`src/rtl/park_xform_pipe.sv`:
```
// Pipelined Park / inverse-Park rotation with valid/ready handshake and an
// elaboration-time sin/cos table; three register stages under one global stall.
module park_xform_pipe #(
  parameter int unsigned DW       = 16,
  parameter int unsigned AW       = 16,
  parameter int unsigned LUT_BITS = 8,
  parameter int unsigned TAG_W    = 2
) (
  input  logic             clk,
  input  logic             rst_n,
  input  logic             s_valid,
  output logic             s_ready,
  input  logic             s_inv,
  input  logic [DW-1:0]    s_x,
  input  logic [DW-1:0]    s_y,
  input  logic [AW-1:0]    s_theta,
  input  logic [TAG_W-1:0] s_tag,
  output logic             m_valid,
  input  logic             m_ready,
  output logic [DW-1:0]    m_x,
  output logic [DW-1:0]    m_y,
  output logic             m_sat,
  output logic [TAG_W-1:0] m_tag
);

  localparam int unsigned PW    = 2 * DW;
  localparam int unsigned SW    = 2 * DW + 1;
  localparam int unsigned RW    = DW + 2;
  localparam int unsigned LUT_N = 1 << LUT_BITS;
  localparam int unsigned AMP   = (1 << (DW - 1)) - 1;
  localparam real         PI    = 3.14159265358979323846;
  localparam logic signed [SW-1:0] RND = SW'(1) << (DW - 2);

  // Table entry evaluated at elaboration: round(AMP * cos/sin(2*pi*k/LUT_N)).
  function automatic logic signed [DW-1:0] tbl_val(input int unsigned k, input logic is_sin);
    real ang;
    real v;
    ang = 2.0 * PI * real'(k) / real'(LUT_N);
    v   = real'(AMP) * (is_sin ? $sin(ang) : $cos(ang));
    return DW'($rtoi($floor(v + 0.5)));
  endfunction

  // Clamp a rounded result into DW bits; MSB of the return value flags a clamp.
  function automatic logic [DW:0] sat_fn(input logic signed [RW-1:0] v);
    if ((&v[RW-1:DW-1]) || !(|v[RW-1:DW-1])) begin
      return {1'b0, v[DW-1:0]};
    end else if (v[RW-1]) begin
      return {1'b1, 1'b1, {(DW-1){1'b0}}};
    end else begin
      return {1'b1, 1'b0, {(DW-1){1'b1}}};
    end
  endfunction

  logic signed [DW-1:0] cos_tbl [LUT_N];
  logic signed [DW-1:0] sin_tbl [LUT_N];

  for (genvar k = 0; k < LUT_N; k++) begin : g_tbl
    localparam logic signed [DW-1:0] COS_K = tbl_val(k, 1'b0);
    localparam logic signed [DW-1:0] SIN_K = tbl_val(k, 1'b1);
    assign cos_tbl[k] = COS_K;
    assign sin_tbl[k] = SIN_K;
  end

  // Angle bits below the table resolution are truncated away.
  if (AW > LUT_BITS) begin : g_theta_lsb
    logic unused_theta_lsb;
    assign unused_theta_lsb = ^s_theta[AW-LUT_BITS-1:0];
  end

  logic                    v1_q, v1_d, v2_q, v2_d, v3_q, v3_d;
  logic signed [DW-1:0]    x1_q, x1_d, y1_q, y1_d, c1_q, c1_d, sn1_q, sn1_d;
  logic                    inv1_q, inv1_d, inv2_q, inv2_d;
  logic [TAG_W-1:0]        tag1_q, tag1_d, tag2_q, tag2_d;
  logic signed [PW-1:0]    pxc2_q, pxc2_d, pys2_q, pys2_d, pxs2_q, pxs2_d, pyc2_q, pyc2_d;
  logic [DW-1:0]           m_x_q, m_x_d, m_y_q, m_y_d;
  logic                    m_sat_q, m_sat_d;
  logic [TAG_W-1:0]        m_tag_q, m_tag_d;

  logic                    en_c;
  logic [LUT_BITS-1:0]     idx_c;
  logic signed [SW-1:0]    sum_x_c, sum_y_c;
  logic signed [RW-1:0]    sh_x_c, sh_y_c;
  logic [DW:0]             sat_x_c, sat_y_c;

  // Next-state for all three stages; nothing moves while the output is stalled.
  always_comb begin
    v1_d    = v1_q;
    v2_d    = v2_q;
    v3_d    = v3_q;
    x1_d    = x1_q;
    y1_d    = y1_q;
    c1_d    = c1_q;
    sn1_d   = sn1_q;
    inv1_d  = inv1_q;
    tag1_d  = tag1_q;
    pxc2_d  = pxc2_q;
    pys2_d  = pys2_q;
    pxs2_d  = pxs2_q;
    pyc2_d  = pyc2_q;
    inv2_d  = inv2_q;
    tag2_d  = tag2_q;
    m_x_d   = m_x_q;
    m_y_d   = m_y_q;
    m_sat_d = m_sat_q;
    m_tag_d = m_tag_q;

    en_c  = !v3_q || m_ready;
    idx_c = s_theta[AW-1 -: LUT_BITS];

    sum_x_c = inv2_q ? (SW'(pxc2_q) - SW'(pys2_q)) : (SW'(pxc2_q) + SW'(pys2_q));
    sum_y_c = inv2_q ? (SW'(pxs2_q) + SW'(pyc2_q)) : (SW'(pyc2_q) - SW'(pxs2_q));
    sh_x_c  = RW'((sum_x_c + RND) >>> (DW - 1));
    sh_y_c  = RW'((sum_y_c + RND) >>> (DW - 1));
    sat_x_c = sat_fn(sh_x_c);
    sat_y_c = sat_fn(sh_y_c);

    if (en_c) begin
      v1_d = s_valid;
      v2_d = v1_q;
      v3_d = v2_q;
      if (s_valid) begin
        x1_d   = s_x;
        y1_d   = s_y;
        c1_d   = cos_tbl[idx_c];
        sn1_d  = sin_tbl[idx_c];
        inv1_d = s_inv;
        tag1_d = s_tag;
      end
      if (v1_q) begin
        pxc2_d = PW'(x1_q) * PW'(c1_q);
        pys2_d = PW'(y1_q) * PW'(sn1_q);
        pxs2_d = PW'(x1_q) * PW'(sn1_q);
        pyc2_d = PW'(y1_q) * PW'(c1_q);
        inv2_d = inv1_q;
        tag2_d = tag1_q;
      end
      if (v2_q) begin
        m_x_d   = sat_x_c[DW-1:0];
        m_y_d   = sat_y_c[DW-1:0];
        m_sat_d = sat_x_c[DW] | sat_y_c[DW];
        m_tag_d = tag2_q;
      end
    end
  end

  always_ff @(posedge clk or negedge rst_n) begin
    if (!rst_n) begin
      v1_q    <= 1'b0;
      v2_q    <= 1'b0;
      v3_q    <= 1'b0;
      x1_q    <= '0;
      y1_q    <= '0;
      c1_q    <= '0;
      sn1_q   <= '0;
      inv1_q  <= 1'b0;
      tag1_q  <= '0;
      pxc2_q  <= '0;
      pys2_q  <= '0;
      pxs2_q  <= '0;
      pyc2_q  <= '0;
      inv2_q  <= 1'b0;
      tag2_q  <= '0;
      m_x_q   <= '0;
      m_y_q   <= '0;
      m_sat_q <= 1'b0;
      m_tag_q <= '0;
    end else begin
      v1_q    <= v1_d;
      v2_q    <= v2_d;
      v3_q    <= v3_d;
      x1_q    <= x1_d;
      y1_q    <= y1_d;
      c1_q    <= c1_d;
      sn1_q   <= sn1_d;
      inv1_q  <= inv1_d;
      tag1_q  <= tag1_d;
      pxc2_q  <= pxc2_d;
      pys2_q  <= pys2_d;
      pxs2_q  <= pxs2_d;
      pyc2_q  <= pyc2_d;
      inv2_q  <= inv2_d;
      tag2_q  <= tag2_d;
      m_x_q   <= m_x_d;
      m_y_q   <= m_y_d;
      m_sat_q <= m_sat_d;
      m_tag_q <= m_tag_d;
    end
  end

  assign s_ready = en_c;
  assign m_valid = v3_q;
  assign m_x     = m_x_q;
  assign m_y     = m_y_q;
  assign m_sat   = m_sat_q;
  assign m_tag   = m_tag_q;

endmodule

```
`config.mk`:
```
export PLATFORM = sky130hd
export DESIGN_NAME = park_xform_pipe
export DESIGN_NICKNAME = d
export VERILOG_FILES = /design/src/rtl/park_xform_pipe.sv
export SDC_FILE = /design/constraint.sdc
export NUM_CORES = 2
export LEC_CHECK = 0
export BUFFER_PORTS_ARGS = -buffer_cell sky130_fd_sc_hd__buf_4
export CAP_MARGIN = 5
export CORE_MARGIN = 5
export CORE_UTILIZATION = 35
export DETAILED_ROUTE_END_ITERATION = 16
export PLACE_DENSITY = 0.5
export SETUP_SLACK_MARGIN = 0.4
export SLEW_MARGIN = 20
export SYNTH_ARGS = -nofsm -noshare
export SYNTH_HDL_FRONTEND = slang
export SYNTH_SLANG_ARGS = --single-unit
```
`constraint.sdc`:
```
create_clock -name clk -period 6.45 [get_ports clk]
set_input_delay 1.29 -clock clk [delete_from_list [all_inputs] [get_ports clk]]
set_output_delay 1.29 -clock clk [all_outputs]
set_load 0.02 [all_outputs]
```
-- Yosys cells after proc, flatten, opt, wreduce, memory -nomap -nowiden
Memories as Yosys holds them, arrays and structs flattened. A register that Yosys moved wholly into a read port is not among the register bits.
Cells that the tools add are included.
- bitwise operators: 2
- $mul: 4
- add/sub/neg operators: 6
- reduce and logical (&&, ||, !) cells: 15
- multiplexer cells: 6
- operators with widths (cell ; count):
    $mul A16 B16 Y32 ; 4
    $add A32 B32 Y33 ; 2
    $add A33 B16 Y33 const B ; 2
    $mux W33 ; 2
    $sub A32 B32 Y33 ; 2
    $mux W17 ; 2
    $mux W16 ; 2
    $not A8 Y9 ; 1
    $reduce_and A2 Y1 ; 3
    $reduce_and A3 Y1 ; 2
    $reduce_or A3 Y1 ; 2
    $logic_not A1 Y1 ; 5
    $logic_or A1 B1 Y1 ; 3
    $or A1 B1 Y1 ; 1
- bits of input ports: 55
- register bits: 204
- output and inout bits: 37
- memories kept: 2
- memory bits (read-only): 8192
- memory list (memory ; words ; bits a word ; read ports ; clocked after memory_dff ; wr ports ; line ; text):
    (name not given) ; 256 ; 16 ; 1 ; 1 ; 0 ; 125 ; sn1_d = sin_tbl[idx_c];
    (name not given) ; 256 ; 16 ; 1 ; 1 ; 0 ; 124 ; c1_d = cos_tbl[idx_c];

-- Longest topological paths before layout
- depth in word-level cells: 8
- depth in mapped cells: 29
- depth with buffers taken out: 28

-- Worst setup path after synthesis
Ideal clock, no wire load.
- path type: register to register
- start point: register x1_q[10]
- end point: register pxs2_q[29]
- stages on the path, launching flop included: 25
- data arrival time: 6.498 ns
- library setup time: 0.120 ns
- setup slack: -0.168 ns
- path through: dfrtp_1 clkbuf_1 nand2_1 fa_1 fa_1 inv_1 fa_1 inv_1 fa_1 fa_1 fa_1 inv_1 ha_1 a21o_1 a21oi_1 o21ai_0 a31oi_1 o31ai_1 a221o_1 a211oi_1 o21ai_0 a21oi_1 o21bai_1 or2_2 a31o_2
- cells in the longest elaborated chain, start to end: 1
- RTL lines (item ; line ; text):
    start, declared ; 71 ; logic signed [DW-1:0] x1_q, x1_d, y1_q, y1_d, c1_q, c1_d, sn1_q, sn1_d;
    start signal, assigned ; 151 ; x1_q <= '0;
    start signal, assigned ; 171 ; x1_q <= x1_d;
    $mul A16 B16 Y32 ; 132 ; pxs2_d = PW'(x1_q) * PW'(sn1_q);
    end signal, assigned ; 179 ; pxs2_q <= pxs2_d;
    end, declared ; 74 ; logic signed [PW-1:0] pxc2_q, pxc2_d, pys2_q, pys2_d, pxs2_q, pxs2_d, pyc2_q, pyc2_d;
No other way between the ends.
A chain may end at the register's enable or synchronous reset.

-- Worst setup path after layout
- start point: register sn1_q[4]
- end point: register pys2_q[29]
- cells in the longest elaborated chain, start to end: 1
- RTL lines (item ; line ; text):
    start, declared ; 71 ;
    $mul A16 B16 Y32 ; 131 ; pys2_d = PW'(y1_q) * PW'(sn1_q);
    end signal, assigned ; 178 ; pys2_q <= pys2_d;
    end, declared ; 74 ;
No other way between the ends.

==> metrics.csv <==
metric;value;unit
outcome;finished, violations left;
violations;negative setup slack;
hold_class;reg -> reg;
crit_arrival;7.05;ns
die_area;171000;um2
grt_max_degree;125;
vias;46200;
multi_input_area;46700;um2
r2r_start;sn1_q[4]$_DFFE_PN0P_;
slowest_delay;0.54;ns
r2r_end;pys2_q[29]$_DFFE_PN0P_;
nets;8569;
hp-start;tag1_q[1]$_DFFE_PN0P_;
crit_path_frequent_cell;fa_1;
synth-main-ff-cell;dfrtp_1;
drt-pass1-iter-count;6;
syn_avg_cell_area;8.63;um2
grt_setup_unrepaired;yes;
cts_tree;yes;
async_flop_share;1.00;
finClkSkew;0.0215;ns
setup-violations-final;11;
synth-warning-count;0;
worstPathRequired;6.92;ns
synth_seq_area_share;0.104;
postSynthCellCount;6600;
slew_violations;0;
synth_edf_count;0;
wirelength;183;mm
reg2reg_slack;-0.14;ns
rows;148;
fill_cells;16500;
synth_top_cell_area_share;0.368;
fin_hold_ws;0.463;ns
path_buf_inv;8;
clockBufferDepth;3;
max_freq;152;MHz
grt_pass1_wl;284;mm
cts_sinks;236;
fin_crit_sh;1.02;
critPathTopFamily;adder cells;
critPathLaunchType;flip-flop;
drt_iter0_drc;3188;
post_drt_wl_per_cell;19.7;um
drt.antenna.violating_nets;0;
drc;0;
syn-num-nets;8118;
die_h;413;um
crit_type;reg -> reg;
antenna_found_initial;7;
synth_top_area_cell;fa_1;
synth_cell_type_count;95;
min_to;tag2_q[1]$_DFFE_PN0P_;
via_per_inst;4.99;
gp_congestion;0.973;
netlist_top_cells_area;fa_1 37%, dfrtp_1 10%, ha_1 9.1%, inv_1 7.9%, nand2_1 5.8%;
clockRootBuffer;clkbuf_16;
finalHoldViolations;0;
numCtsBuffers;37;
end_kind;flip-flop;
setup_slack;-0.136;ns
synthesis.area;57000;um2
layout-drive-gt1-share;0.173;
globalRoute.totalOverflow;0;
holdPathStages;2;
htree_levels;2;
grt_usage;0.216;
core;162000;um2
dp_hpwl;150;mm
layout_min_cycle_time;6.59;ns
tightest_slew;1.04;ns
portBuffers;83;
ys_ff_latch;236;
ff_latch_area;5940;um2
cp_max_fo;10;
die_w;413;um
initial_utilization;0.351;
slew_headroom;0.294;
path_clk_slew;0.07;ns
grt_pass1_vias;47400;
area_growth;19.4;%
clock_latency;0.60;ns
io_pins;92;
maxCapViolCount;0;
reg2regPathDepth;28;
slowest_stage;fa_1;
registers in the layout, indices dropped and copies added (netlist names), 16 cells and up:
name	flops
c1_q	16
m_y	16
x1_q	16
pyc2_q	32
sn1_q	16
y1_q	16
m_x	16
pxc2_q	32
pxs2_q	32
pys2_q	32
cells in the final DEF, fill, tap and decap left out, drive strengths merged, types with 99 or more instances in the layout:
cell type / Yosys / final
dfrtp: 236 / 236
xor2: 99 / 99
nor2: 306 / 306
o21ai: 280 / 280
xnor2: 160 / 160
inv: 1208 / 1208
buf: 31 / 759
a21oi: 307 / 307
ha: 415 / 415
fa: 1048 / 1048
nand2: 885 / 885
and2: 509 / 509
per-layer routing:
metal,vias up,share of wire,GRT usage
li1,21500,-,-
met1,23300,0.45,0.306
met2,1149,0.46,0.347
met3,231,0.051,0.0232
met4,4,0.036,0.0667
met5,-,0.00015,0
area by class of cell:
cell class,count,share of cell area
diodes,4,0.000147
clock buffers,50,0.0154
clock inverters,17,0.00357
inverters,1209,0.0668
multi-input cells,4806,0.687
flip-flops and latches,236,0.0873
well taps,2175,0.0400
repair buffers,761,0.100
cell usage after synthesis, drive strengths merged (6+ instances only):
| cell | instances |
|---|---|
| a2111oi | 10 |
| a211o | 6 |
| a211oi | 37 |
| a21boi | 7 |
| a21o | 63 |
| a21oi | 307 |
| a221oi | 9 |
| a22oi | 8 |
| a311oi | 11 |
| a31o | 6 |
| a31oi | 48 |
| and2 | 509 |
| and3 | 16 |
| buf | 31 |
| clkbuf | 318 |
| dfrtp | 236 |
| fa | 1048 |
| ha | 415 |
| inv | 1208 |
| mux2 | 50 |
| mux2i | 12 |
| mux4 | 17 |
| nand2 | 885 |
| nand2b | 45 |
| nand3 | 79 |
| nand4 | 19 |
| nor2 | 306 |
| nor2b | 20 |
| nor3 | 73 |
| nor3b | 8 |
| nor4 | 17 |
| o211ai | 24 |
| o21a | 15 |
| o21ai | 280 |
| o21bai | 36 |
| o221ai | 8 |
| o22ai | 10 |
| o311ai | 14 |
| o31ai | 24 |
| or2 | 12 |
| or3 | 17 |
| xnor2 | 160 |
| xor2 | 99 |
through the flow:
step | std cells | setup TNS [ns] | setup slack, ns | instance area [um2] | utilization
2_1_floorplan | 6600 | 0 | 0.255 | 57200 | -
3_3_place_gp | 9093 | -6.04 | -0.440 | 64100 | 0.395
3_5_place_dp | 9093 | -7.51 | -0.551 | 64100 | 0.395
4_1_cts | 9217 | -1.68 | -0.183 | 66900 | 0.412
5_1_grt | 9255 | -6.08 | -0.351 | 68000 | 0.419
6_report | 9258 | -0.767 | -0.136 | 68000 | 0.419
worst min-delay path: cells and delay by family (launching register included):
family,cells,cell delay (ns)
DFF,1,0.34
and+or+nand+nor,2,0.10
worst max-delay path by stage:
stage          cells past startpoint                 start  slack (ns)                endpoint
6_report                          28  sn1_q[4]$_DFFE_PN0P_       -0.14  pys2_q[29]$_DFFE_PN0P_
5_1_grt                           26  sn1_q[5]$_DFFE_PN0P_       -0.35  pxs2_q[31]$_DFFE_PN0P_
4_1_cts                           24  sn1_q[4]$_DFFE_PN0P_       -0.18  pys2_q[24]$_DFFE_PN0P_
3_5_place_dp                      23  sn1_q[1]$_DFFE_PN0P_       -0.55  pys2_q[30]$_DFFE_PN0P_
3_3_place_gp                      24  sn1_q[4]$_DFFE_PN0P_       -0.44  pys2_q[30]$_DFFE_PN0P_
2_1_floorplan                     22  x1_q[15]$_DFFE_PN0P_        0.26  pxs2_q[29]$_DFFE_PN0P_
repair_timing:
action                                  CTS  global route
hold buffers                              0             0
buffers inserted                         54            35
pin swaps                               173           183
endpoints found under the setup margin   72            90
cloned                                    3             2
resized for setup                       251           213
cell families after synthesis:
kind of cell | count (synthesis) | synth area share
AOI/OAI and AO/OA | 971 | 0.105
xor gates and xnor gates | 259 | 0.0400
buffers and inverters | 1558 | 0.103
adders and majority gates | 1464 | 0.460
and+or+nand+nor | 2033 | 0.170
muxes | 79 | 0.0187
DFF | 236 | 0.104
Power is left out: the tool's default activity adds up to more than one toggle a clock period on the data nets, which glitch-free logic cannot reach.
